### config.mk
export PLATFORM = sky130hd
export DESIGN_NAME = jpeg_block_ingress
export DESIGN_NICKNAME = d
export VERILOG_FILES = /design/src/rtl/jpeg_block_ingress.sv
export SDC_FILE = /design/constraint.sdc
export NUM_CORES = 2
export LEC_CHECK = 0
export ABC_AREA = 1
export BUFFER_PORTS_ARGS = -buffer_cell sky130_fd_sc_hd__buf_2
export CAP_MARGIN = 20
export CELL_PAD_IN_SITES_DETAIL_PLACEMENT = 1
export CELL_PAD_IN_SITES_GLOBAL_PLACEMENT = 2
export CORE_MARGIN = 10
export CORE_UTILIZATION = 38
export CTS_CLUSTER_DIAMETER = 60
export DETAILED_ROUTE_END_ITERATION = 8
export PLACE_DENSITY = 0.82
export SYNTH_ARGS = -nofsm -noshare
export SYNTH_HDL_FRONTEND = slang
export SYNTH_SLANG_ARGS = --single-unit
### constraint.sdc
create_clock -name clk -period 4 [get_ports clk]
set_input_delay 0 -clock clk [delete_from_list [all_inputs] [get_ports clk]]
set_output_delay 0 -clock clk [all_outputs]
set_load 0.01 [all_outputs]
### src/rtl/jpeg_block_ingress.sv
// Single-buffered 8x8 block stager in front of jpeg_encoder: fill, pad, then 64-cycle drain burst.
// Optional block counter enabled by defining JPEG_INGRESS_BLKCNT_EN.
module jpeg_block_ingress #(
  parameter int DATA_W  = 24,
  parameter int BLK_PIX = 64,
  parameter int CNT_W   = 16
) (
  input  logic              clk,
  input  logic              rst,
  input  logic              s_valid,
  output logic              s_ready,
  input  logic [DATA_W-1:0] s_data,
  input  logic              s_last,
  output logic              enable,
  output logic [DATA_W-1:0] data_out,
  output logic              end_of_file_signal,
  output logic              busy,
  output logic [CNT_W-1:0]  block_count
);
  localparam int PW = $clog2(BLK_PIX);
  localparam logic [PW-1:0] PTR_MAX = PW'(BLK_PIX - 1);

  typedef enum logic [1:0] {IDLE, FILL, PAD, DRAIN} state_t;

  state_t            state, state_nxt;
  logic [PW-1:0]     wp, rp;
  logic              last_blk;
  logic [DATA_W-1:0] pad_pix;
  logic [DATA_W-1:0] mem [BLK_PIX];
  logic              accept, wr_en, rd_en;
  logic [DATA_W-1:0] wr_data;

  assign accept = s_valid && s_ready && (state == IDLE || state == FILL);
  assign busy   = (state != IDLE);

  always_comb begin
    state_nxt = state;
    wr_en     = 1'b0;
    wr_data   = s_data;
    rd_en     = 1'b0;
    case (state)
      IDLE, FILL: begin
        if (accept) begin
          wr_en = 1'b1;
          if (wp == PTR_MAX)  state_nxt = DRAIN;
          else if (s_last)    state_nxt = PAD;
          else                state_nxt = FILL;
        end
      end
      PAD: begin
        wr_en   = 1'b1;
        wr_data = pad_pix;
        if (wp == PTR_MAX) state_nxt = DRAIN;
      end
      DRAIN: begin
        rd_en = 1'b1;
        if (rp == PTR_MAX) state_nxt = last_blk ? IDLE : FILL;
      end
      default: state_nxt = IDLE;
    endcase
  end

  always_ff @(posedge clk) begin
    if (rst) begin
      state              <= IDLE;
      wp                 <= '0;
      rp                 <= '0;
      last_blk           <= 1'b0;
      pad_pix            <= '0;
      s_ready            <= 1'b0;
      enable             <= 1'b0;
      data_out           <= '0;
      end_of_file_signal <= 1'b0;
    end else begin
      state <= state_nxt;
      // Hold s_ready low through the final enable cycle so it rises only after the burst.
      s_ready <= (state_nxt == IDLE || state_nxt == FILL) && (state != DRAIN);
      if (wr_en) wp <= wp + 1'b1;
      if (rd_en) rp <= rp + 1'b1;
      if (accept && s_last) begin
        last_blk <= 1'b1;
        pad_pix  <= s_data;
      end else if (rd_en && rp == PTR_MAX) begin
        last_blk <= 1'b0;
      end
      enable             <= rd_en;
      data_out           <= rd_en ? mem[rp] : '0;
      end_of_file_signal <= rd_en && (rp == '0) && last_blk;
    end
  end

  always_ff @(posedge clk) begin
    if (wr_en && !rst) mem[wp] <= wr_data;
  end

`ifdef JPEG_INGRESS_BLKCNT_EN
  logic [CNT_W-1:0] blk_cnt;
  always_ff @(posedge clk) begin
    if (rst)                  blk_cnt <= '0;
    else if (enable && !rd_en) blk_cnt <= blk_cnt + 1'b1;
  end
  assign block_count = blk_cnt;
`else
  assign block_count = {CNT_W{1'b0}};
`endif

endmodule

==> impl_metrics.py <==
metrics = {
    "status": {
        "outcome": "complete, no violations",
    },
    "place": {
        "place_area_um2": 71200,
        "hpwl_um": 130000,
        "io_buffers": 55,
        "gp_congestion": 0.868,
        "post-place-ws_ns": 0.580,
    },
    "grt": {
        "grt_pass1_wl_um": 319000,
        "grt_overflow": 0,
        "grt_antenna_before_repair": 8,
        "grt_max_degree": 182,
        "grt_pass1_vias": 48200,
        "grtUsageTotal": 0.221,
    },
    "sta": {
        "fin_crit_ns": 3.45,
        "setup_ws_ns": 0.551,
        "tightest_slew_ns": 1.10,
        "period_share": 0.862,
        "slew_violations": 0,
        "clock_skew_ns": 0.0522,
        "fmax_ghz": 0.290,
        "setup_viol": 0,
        "hold_viol_final": 0,
        "rsz0062_at_grt": "false",
        "slew_headroom": 0.264,
    },
    "setup_path": {
        "endpoint": "data_out[14]$_SDFF_PP0_",
        "worstSetupEndpointType": "flop",
        "cpMostUsedCell": "nand2_1",
        "r2r_start": "rp[0]$_SDFFE_PP0P_",
        "critical_path.max_stage_delay_ns": 0.67,
        "r2r_slack_ns": 0.55,
        "startpoint_type": "flop",
        "worstPathArrival_ns": 4.12,
        "startpoint": "rp[0]$_SDFFE_PP0P_",
        "cp_num_cells": 11,
        "critical_path.slowest_cell": "nor2_1",
        "worstRegToRegCells": 11,
        "crit_chain": "inv_8 > buf_12 > nand2_1 > nand3_1 > nand2_1 > nand2_1 > nand2_1 > nor2_1 > nor2_1 > nor2_1 > a21oi_1",
        "worst-path-buf-inv": 2,
        "r2r_end": "data_out[14]$_SDFF_PP0_",
        "cp_top_family": "simple AND/OR/NAND/NOR gates",
        "worst_ep_required_time_ns": 4.67,
        "cp_max_fo": 125,
        "critPathKind": "flop to flop",
    },
    "power": {
        "finalPower_mw": 36.4,
        "leakage_nw": 30.8,
        "swShare": 0.231,
        "peakVddDrop_mv": 0.471,
        "comb_power_share": 0.049,
        "power.share.clock": 0.433,
        "power.switching_mw": 8.40,
        "power_density_nw_per_um2": 471,
        "pwr-share-seq": 0.518,
        "p_int_mw": 28.0,
    },
    "synth": {
        "synth.lib_cells_used.distinct": 31,
        "yosys_register_bits": 1602,
        "yosys_warnings": 0,
        "avgSynthCellArea_um2": 10.5,
        "netlist_instances": 6418,
        "yosysSeqAreaShare": 0.707,
        "async_flop_share": 0,
        "ys.flop_type": "edfxtp_1",
        "synth_area_um2": 67100,
        "synth_edf_count": 1536,
    },
    "detailed_routing": {
        "drtPass1Iterations": 6,
        "totalWireLength_um": 218000,
        "avgViaCountPerCell": 5.16,
        "drc": 0,
        "drt_iter0_markers": 4645,
        "wl_per_cell_um": 24.0,
        "postRouteAntennaNets": 0,
        "num_vias": 46800,
    },
    "clock_tree": {
        "cts_setup_buffers": 0,
        "cts_tree": "built",
        "cts_max_level": 4,
        "numClockSinks": 1602,
        "cts_root_buffer": "clkbuf_16",
        "cts_made_buffers": 177,
        "clock_path_buffers": 3,
        "clk_pin_slew_ns": 0.07,
        "clock_latency_ns": 0.83,
    },
    "floorplan": {
        "core_area_um2": 176000,
        "rows": 154,
        "die_y_um": 440,
        "die_x_um": 440,
        "start_util": 0.381,
        "io_pins": 72,
        "die-area_um2": 194000,
    },
    "final_layout": {
        "fin_nets": 6604,
        "syn2layout_area_growth_pct": 15.2,
        "drive_gt1_frac": 0.0891,
        "stdcell_area_um2": 77300,
        "mostFrequentLayoutCell": "nand2_1",
        "layout_common_cells": "nand2_1 (2466), edfxtp_1 (1536), inv_1 (602)",
    },
    "worst_hold_path": {
        "hold_class": "input pin to flop",
    },
    "run": {
        "maxCapViolations": 0,
    },
}
## power by group through the flow
stage | combinational, mW | clock (mW) | sequential, mW
after CTS | 1.76 | 16.0 | 18.8
after global routing | 1.88 | 16.6 | 18.8
after global placement | 1.67 | 0 | 19.2
final | 1.79 | 15.7 | 18.8
after floorplan | 0.613 | 0 | 19.3
after detailed placement | 1.72 | 0 | 19.2
## metrics by stage
step	cells	hold WS (ns)	setup TNS, ns	util
after global placement	8684	0.297	0	0.405
after detailed placement	8684	0.307	0	0.405
after CTS	9048	0.0202	0	0.438
after global routing	9054	0.0459	0	0.439
final	9062	0.0708	0	0.439
after floorplan	6433	0.193	-73.57	-
## repair_timing
action                                 4_1_cts  5_1_grt
endpoints found under the hold margin     1089        0
resized for setup                            0        0
hold buffers                                45        0
## worst reg2reg max path: cells and delay by family, from the launching register on
kind / cells / cell delay, ns
AO/OA/AOI/OAI: 1 / 0.15
buffers and inverters: 2 / 1.02
flip-flops: 1 / 0.43
AND/OR/NAND/NOR: 8 / 1.70
## cells in the mapped netlist, types with 2 or more instances
master / n / share of area
a21oi_1: 173 / 0.013
buf_1: 39 / 0.0022
buf_2: 132 / 0.0098
buf_4: 35 / 0.0039
buf_6: 16 / 0.0027
clkbuf_1: 118 / 0.0066
clkinv_1: 4 / 0.00022
dfxtp_1: 66 / 0.020
edfxtp_1: 1536 / 0.69
ha_1: 3 / 0.00056
inv_1: 604 / 0.034
inv_2: 2 / 0.00011
nand2_1: 2466 / 0.14
nand3_1: 408 / 0.030
nand4_1: 6 / 0.00056
nor2_1: 539 / 0.030
nor3_1: 7 / 0.00052
nor4_1: 2 / 0.00019
o211ai_1: 2 / 0.00022
o21ai_0: 210 / 0.016
o21ai_1: 40 / 0.0030
## flip-flops by register name, indices dropped and copies added (netlist names), named ones only
signal / cells
data_out: 24
last_blk: 1
state: 1
mem: 1536
enable: 1
pad_pix: 24
s_ready: 1
end_of_file_signal: 1
rp: 6
wp: 6
## worst min path at each step
stage          slack [ns]  cells after the start        from                        to
6_report             0.07                      4  s_data[23]  pad_pix[23]$_SDFFE_PP0P_
5_1_grt              0.05                      4  s_data[23]  pad_pix[23]$_SDFFE_PP0P_
4_1_cts              0.02                      4  s_data[12]  pad_pix[12]$_SDFFE_PP0P_
3_5_place_dp         0.31                      3  s_data[18]  pad_pix[18]$_SDFFE_PP0P_
3_3_place_gp         0.30                      3  s_data[17]  pad_pix[17]$_SDFFE_PP0P_
2_1_floorplan        0.19                      2   s_data[0]   pad_pix[0]$_SDFFE_PP0P_
## final cells by class
class | instances | area [um^2]
multi-input cells | 3879 | 16100
clock buffers | 233 | 4730
clock inverters | 86 | 787
well taps | 2340 | 2930
diodes | 9 | 22.5
fillers | 19100 | 98700
inverters | 610 | 2310
repair buffers | 303 | 2890
flip-flops and latches | 1602 | 47500
## logic make-up after synthesis
family,Yosys count,share of synthesized area
AOI/OAI and AO/OA,429,0.0322
adders and majority gates,3,0.000560
buffers and inverters,952,0.0597
DFF,1602,0.707
other,1,0.0000559
and+or+nand+nor,3431,0.200
## metal layers
| layer | routed length [um] | track usage | vias to the layer above |
|---|---|---|---|
| met5 | 0 | 0 | - |
| met4 | 8030 | 0.0837 | 0 |
| met3 | 12900 | 0.0296 | 325 |
| met2 | 103000 | 0.355 | 1404 |
| met1 | 94100 | 0.303 | 23800 |
| li1 | - | - | 21300 |
No activity file was read; power rests on OpenSTA's default activity.
